[src/rtl/alu_share_ctrl.sv]
// -----------------------------------------------------------------------------
// alu_share_ctrl
//
// Shares one external single-cycle combinational ALU between two requesters
// (R0, R1). A granted request has its operands and operation registered into
// the ALU inputs. The result and zero flag are captured one cycle later and
// returned on a tagged valid/ready response channel.
//
// Operation sequence: IDLE (grant) -> EXEC (ALU settles) -> RESP (hold until
// accepted). With rsp_ready tied high this gives one operation every 3 cycles.
//
// Build option:
//   ALU_SHARE_FIXED_PRIO_EN  defined   : R0 always wins a tie; R1 can starve.
//                            undefined : round-robin on ties (default).
//
// Ports:
//   clk, rst_n            clock; synchronous active-low reset
//   req0_* / req1_*       request channels (valid, ready, op, a, b)
//   alu_inA/alu_inB/alu_op  registered operands/op driven to the ALU
//   alu_result/alu_zero   ALU outputs, sampled at the end of EXEC
//   rsp_valid/rsp_ready   response handshake
//   rsp_id                index of the requester being answered
//   rsp_result/rsp_zero   captured ALU result and zero flag
//   busy                  high while in EXEC or RESP
// -----------------------------------------------------------------------------
module alu_share_ctrl #(
    parameter int W   = 32,
    parameter int OPW = 4
) (
    input  logic           clk,
    input  logic           rst_n,

    input  logic           req0_valid,
    output logic           req0_ready,
    input  logic [OPW-1:0] req0_op,
    input  logic [W-1:0]   req0_a,
    input  logic [W-1:0]   req0_b,

    input  logic           req1_valid,
    output logic           req1_ready,
    input  logic [OPW-1:0] req1_op,
    input  logic [W-1:0]   req1_a,
    input  logic [W-1:0]   req1_b,

    output logic [W-1:0]   alu_inA,
    output logic [W-1:0]   alu_inB,
    output logic [OPW-1:0] alu_op,
    input  logic [W-1:0]   alu_result,
    input  logic           alu_zero,

    output logic           rsp_valid,
    input  logic           rsp_ready,
    output logic           rsp_id,
    output logic [W-1:0]   rsp_result,
    output logic           rsp_zero,

    output logic           busy
);

    typedef enum logic [1:0] {
        S_IDLE = 2'd0,
        S_EXEC = 2'd1,
        S_RESP = 2'd2
    } state_t;

    state_t state;
    state_t state_nxt;

    logic grant0;
    logic grant1;
    logic grant_any;

`ifndef ALU_SHARE_FIXED_PRIO_EN
    // Index of the last requester served; a tie goes to the other one.
    logic rr_last;
`endif

    // ------------------------------------------------------------------
    // Arbitration (combinational; only meaningful while IDLE)
    // ------------------------------------------------------------------
    always_comb begin
        grant1 = 1'b0;
`ifdef ALU_SHARE_FIXED_PRIO_EN
        grant1 = req1_valid & ~req0_valid;
`else
        // R1 wins when alone, or on a tie when R0 was served last.
        grant1 = req1_valid & (~req0_valid | ~rr_last);
`endif
        grant0    = req0_valid & ~grant1;
        grant_any = grant0 | grant1;
    end

    assign req0_ready = (state == S_IDLE) & grant0;
    assign req1_ready = (state == S_IDLE) & grant1;
    assign busy       = (state == S_EXEC) | (state == S_RESP);

    // ------------------------------------------------------------------
    // Next-state logic
    // ------------------------------------------------------------------
    always_comb begin
        state_nxt = state;
        case (state)
            S_IDLE:  if (grant_any) state_nxt = S_EXEC;
            S_EXEC:  state_nxt = S_RESP;
            S_RESP:  if (rsp_ready) state_nxt = S_IDLE;
            default: state_nxt = S_IDLE;
        endcase
    end

    always_ff @(posedge clk) begin
        if (!rst_n) state <= S_IDLE;
        else        state <= state_nxt;
    end

    // ------------------------------------------------------------------
    // Datapath registers
    // ------------------------------------------------------------------
    // alu_* hold their value outside the grant edge, so the ALU output is
    // simply ignored except at the end of EXEC.
    always_ff @(posedge clk) begin
        if (!rst_n) begin
            alu_inA    <= '0;
            alu_inB    <= '0;
            alu_op     <= '0;
            rsp_id     <= 1'b0;
            rsp_result <= '0;
            rsp_zero   <= 1'b0;
            rsp_valid  <= 1'b0;
`ifndef ALU_SHARE_FIXED_PRIO_EN
            rr_last    <= 1'b1;   // R0 wins the first tie
`endif
        end else begin
            case (state)
                S_IDLE: begin
                    if (grant_any) begin
                        alu_op  <= grant1 ? req1_op : req0_op;
                        alu_inA <= grant1 ? req1_a  : req0_a;
                        alu_inB <= grant1 ? req1_b  : req0_b;
                        rsp_id  <= grant1;
`ifndef ALU_SHARE_FIXED_PRIO_EN
                        rr_last <= grant1;
`endif
                    end
                end
                S_EXEC: begin
                    rsp_result <= alu_result;
                    rsp_zero   <= alu_zero;
                    rsp_valid  <= 1'b1;
                end
                S_RESP: begin
                    // rsp_* stay frozen until the consumer takes them.
                    if (rsp_ready) rsp_valid <= 1'b0;
                end
                default: begin
                    rsp_valid <= 1'b0;
                end
            endcase
        end
    end

endmodule
[config.mk]
export PLATFORM = sky130hd
export DESIGN_NAME = alu_share_ctrl
export DESIGN_NICKNAME = d
export VERILOG_FILES = /design/src/rtl/alu_share_ctrl.sv
export SDC_FILE = /design/constraint.sdc
export NUM_CORES = 1
export LEC_CHECK = 0
export CORE_ASPECT_RATIO = 0.9
export CORE_MARGIN = 5
export CORE_UTILIZATION = 39
export DETAILED_ROUTE_END_ITERATION = 10
export PLACE_DENSITY = 0.86
export SLEW_MARGIN = 15
export SYNTH_ARGS = -nofsm -noshare
export SYNTH_HDL_FRONTEND = slang
export SYNTH_SLANG_ARGS = --single-unit
[constraint.sdc]
create_clock -name clk -period 3 [get_ports clk]
set_clock_uncertainty 0.2 [all_clocks]
set_input_delay 0.6 -clock clk [delete_from_list [all_inputs] [get_ports clk]]
set_output_delay 0.6 -clock clk [all_outputs]
set_load 0.05 [all_outputs]
# --- Word-level counts from Yosys, hierarchy flattened ---
# Cells that the tools add are included.
word_totals:
  wordCells: 36
  reg_bits: 106
  out_inout_bits: 106
classes:
  n_mux: 8
  bitwise: 11
  n_reduce_logical: 4
  eq_ne: 4
op_table:
  columns: ["cell", "count"]
  rows:
  - ["32-bit two-way mux", 2]
  - ["2-bit case mux with 3 select lines", 1]
  - ["2-bit AND reduction", 3]
  - ["1-bit AND", 4]
  - ["2-bit two-way mux", 2]
  - ["4-bit two-way mux", 1]
  - ["2-bit != test, second input constant", 2]
  - ["1-bit inverter", 4]
  - ["1-bit OR", 3]
  - ["1-bit case mux with 3 select lines", 1]
  - ["2-bit by 1-bit == test with 1-bit output, second input constant", 1]
  - ["2-bit == test, second input constant", 1]
  - ["2-bit logical NOT", 1]
  - ["1-bit two-way mux", 1]

# --- Logic depth before layout (Yosys ltp) ---
logic_depth:
  word_depth: 8
  mapped_depth: 8

# --- Worst setup path after synthesis ---
# OpenSTA, ideal clock, no wires.
synth_timing:
  path_type: "input to output"
  startpoint: "input req0_valid"
  endpoint: "output req1_ready"
  arrival_time_ns: 1.592
  cell_stages: 4
  slack_ns: 0.608
  required_ns: 2.200
  cell_sequence: "buf_2 -> a21boi_2 -> buf_2 -> and2_1"
synth_via:
  elab_chain_len: 4
synth_lines:
  columns: ["element", "line", "text"]
  rows:
  - ["from (decl)", "33", "input logic req0_valid,"]
  - ["1-bit inverter", "87", "grant1 = req1_valid & (~req0_valid | ~rr_last);"]
  - ["1-bit OR", "87", null]
  - ["1-bit AND", "87", null]
  - ["1-bit AND", "94", "assign req1_ready = (state == S_IDLE) & grant1;"]
  - ["to (decl)", "40", "output logic req1_ready,"]
# No other way between the ends.

# --- Worst setup path after layout ---
layout_timing:
  startpoint: "register state[1]"
  endpoint: "output busy"
layout_via:
  elab_chain_len: 2
  elab_cells_between_ends: 3
  cone_classes: "2 x eq/ne; 1 x bitwise"
layout_lines:
  columns: ["element", "line", "text"]
  rows:
  - ["from (decl)", "66", "state_t state;"]
  - ["from (signal assigned)", "112", "else state <= state_nxt;"]
  - ["2-bit by 1-bit == test with 1-bit output / 2-bit == test (equally long branches)", "95", "assign busy = (state == S_EXEC) | (state == S_RESP);"]
  - ["1-bit OR (*)", "95", null]
  - ["to (decl)", "57", "output logic busy"]
# Mark *: on every way between the ends. The rest lies on a longest branch, timed or not.

==> metrics.md <==
| Metric | Value |
|---|---|
| Status | `finished clean` |
| Worst endpoint required time | `about 2.2 ns` |
| Worst VDD drop | `0.5211 mV` |
| Min cycle time layout | `around 2.7 ns` |
| Final WL | `16050 um` |
| Cell family with most CP delay | `buffers and inverters` |
| Vias/cell | `5.305` |
| Tcrit/Tclk final | `89.47%` |
| CTS tree | `done` |
| Critical-path cell list | `inv_1, ha_1, clkdlybuf4s50_1` |
| Antenna violations before repair | `0` |
| Synthesized instance count | `around 520` |
| Clk_lat worst skew | `0.35 ns` |
| CP endpoint kind | `output pin` |
| Final Setup Violations | `0` |
| Die ar. | `between 0.01 and 0.015 mm^2` |
| Tot Pwr | `approximately 5000 uW` |
| CTS Buf Count | `9` |
| Share of Yosys cell area claimed by the top area cell type | `between 40% and 50%` |
| Fmax | `about 370 MHz` |
| Number of DRC markers in iteration 0 | `slightly below 300` |
| CTS Hold Bufs | `0` |
| Clock sink count | `106` |
| Static leakage | `0.002917 uW` |
| Die Wd | `120.0 um` |
| Ant diodes | `0` |
| Crit path DAT | `1.88 ns` |
| HP Class | `reg -> reg` |
| Max Slew Vio Count | `0` |
| Synth warn | `0` |
| Layout area overhead | `75.08%` |
| Post-synthesis sequential area ratio | `between 40 and 50%` |
| 1st-pass router iterations | `4` |
| I/O Pins | `280` |
| Critical Path Fanout Max | `3` |
| Root buffer cell | `clkbuf_16` |
| H-Tree Depth | `3` |
| Final Hold Fails | `0` |
| Unrepaired setup endpoints after global routing | `false` |
| Filler cells | `841` |
| GPL Wtd Cong | `0.8102` |
| Maxcap violations | `0` |
| WS Path Type | `reg -> out` |
| IO Port Bufs | `279` |
| Post-DP Area | `0.007123 mm^2` |
| Setup TNS | `0 ns` |
| Remaining global-route overflow | `0` |
| Total Routing Usage GR | `approximately a quarter` |
| Worst Setup Start Kind | `register` |
| Most frequent cells in the layout | `clkdlybuf4s50_1 (276), a21oi_1 (139), dfxtp_1 (106), nand2_1 (70), o21ai_0 (69)` |
| Buf/Inv on CP | `2` |
| Nets | `947` |
| P per Cell Area | `between 600 and 700 mW/mm^2` |
| Area of the multi-input gates | `0.001931 mm^2` |
| PostCTS Resize Cnt | `0` |
| Ranking of synthesized cells by area | `dfxtp_1 (50%), a21oi_1 (16%), o21ai_0 (8.1%)` |
| Detailed Place HPWL | `11570 um` |
| First-pass GRT wire length | `24740 um` |
| Commonest non-fill, non-tap cell in the layout | `clkdlybuf4s50_1` |
| Routed len/inst | `17.68 um` |
| #FFs+latches synth | `approximately 110` |
| Setup Fix Bufs, Post-CTS | `0` |
| Largest stage delay, worst path | `0.83 ns` |
| Worst-path clk slew | `around 0.07 ns` |
| Final Cell Area | `~0.0074 mm^2` |
| Synth unique cells | `25` |
| Number of global-route vias before repair | `between 4000 and 5000` |
| DRC viols | `0` |
| Register area | `0.002122 mm^2` |
| Mapped Area | `0.004248 mm^2` |
| Via count | `4817` |
| Die extent in y | `109.0 um` |
| Pin count of the biggest net entering global routing | `70` |
| Core area | `0.01077 mm^2` |
| Initial Util | `39.46%` |
| Area leader, netlist | `dfxtp_1` |
| Syn avg cell area | `8.200 um^2` |
| Ratio of cells with drive above 1 in the final layout | `4.258%` |
| CP max-delay cell | `clkdlybuf4s50_1` |
| Slew @ Worst Pin | `~0.77 ns` |
| Antenna Nets Post-Route | `0` |
| Syn Nets | `695` |
| Slew headroom | `48.66%` |
| Longest Clk Path Bufs | `2` |
| Cell Rows | `36` |
-- path summary, 6_finish.rpt --
path	start	slack (ns)	cells after the start	to
min reg2reg	state[1]	0.29	2	state[1]
max reg2reg	state[0]	0.77	6	alu_inA[10]
max	state[1]	0.32	3	busy
min	state[1]	0.29	2	state[1]
-- cells by family after synthesis --
| group | count (synthesis) | synth area share, % |
|---|---|---|
| compound gates | 216 | 26.04 |
| mux | 34 | 8.012 |
| flops | 106 | 49.96 |
| fa+ha+maj | 3 | 0.8837 |
| simple gates | 110 | 10.07 |
| buf+inv | 49 | 5.037 |
-- layout make-up --
type,count,area share [%]
Multi-Input combinational cell,363,25.96
Sequential cell,106,28.53
Inverter,3,0.1514
Clock buffer,11,3.398
Clock inverter,5,0.8244
Timing Repair Buffer,287,38.90
Tap cell,133,2.238
-- cells in the mapped netlist --
cell        n
o21a_1      1
nand2_1    70
or3b_2      1
inv_1       2
o21ai_2     1
o21ai_0    69
buf_1       1
clkinv_1    1
clkbuf_2    1
nor2b_1     1
o211a_1     1
ha_1        3
o21ai_1     2
a21bo_1     1
clkbuf_1   23
mux2i_1    34
buf_2      20
a22oi_1     1
a21boi_2    1
dfxtp_1   106
and3_1      2
buf_4       1
a21oi_1   139
and2_1      1
nor2_1     35
-- layer usage --
| metal | vias up | share of wire (%) | track usage (%) | routed length, um |
|---|---|---|---|---|
| li1 | 2284 | - | - | - |
| met1 | 2238 | 37 | 24.56 | 5931 |
| met2 | 259 | 50 | 42.68 | 7987 |
| met3 | 36 | 9.9 | 10.58 | 1592 |
| met4 | 0 | 3.4 | 10.38 | 539 |
| met5 | - | 0 | 0 | 0 |
-- state kept, by name, summed over array words and instances, names as in the netlist --
name        cells
alu_inA        32
alu_inB        32
alu_op          4
rr_last         1
rsp_id          1
rsp_result     32
rsp_valid       1
rsp_zero        1
state           2
-- through the flow --
| step | util, % | setup WS, ns | hold slack (ns) | cells |
|---|---|---|---|---|
| after floorplan | - | 0.6075 | 0.2515 | 518 |
| after global placement | 66.17 | 0.3406 | 0.2621 | 892 |
| after detailed placement | 66.17 | 0.2698 | 0.2832 | 892 |
| after CTS | 69.08 | 0.2889 | 0.2939 | 908 |
| after global routing | 69.08 | 0.2272 | 0.3218 | 908 |
| final | 69.08 | 0.3160 | 0.2905 | 908 |
-- where the power goes --
part	switching [uW]	total, uW	internal, uW	leakage [uW]
combinational	1200	1930	734	0.00188
sequential	98.6	1700	1600	0.000876
clock	530	1230	697	0.000156
-- worst min-delay path, cell delays in order (launching register included) --
cell     delay [ns]
dfxtp_1        0.33
nand2_1        0.06
mux2i_1        0.05
Note: power is estimated with default switching activity, not from simulation.
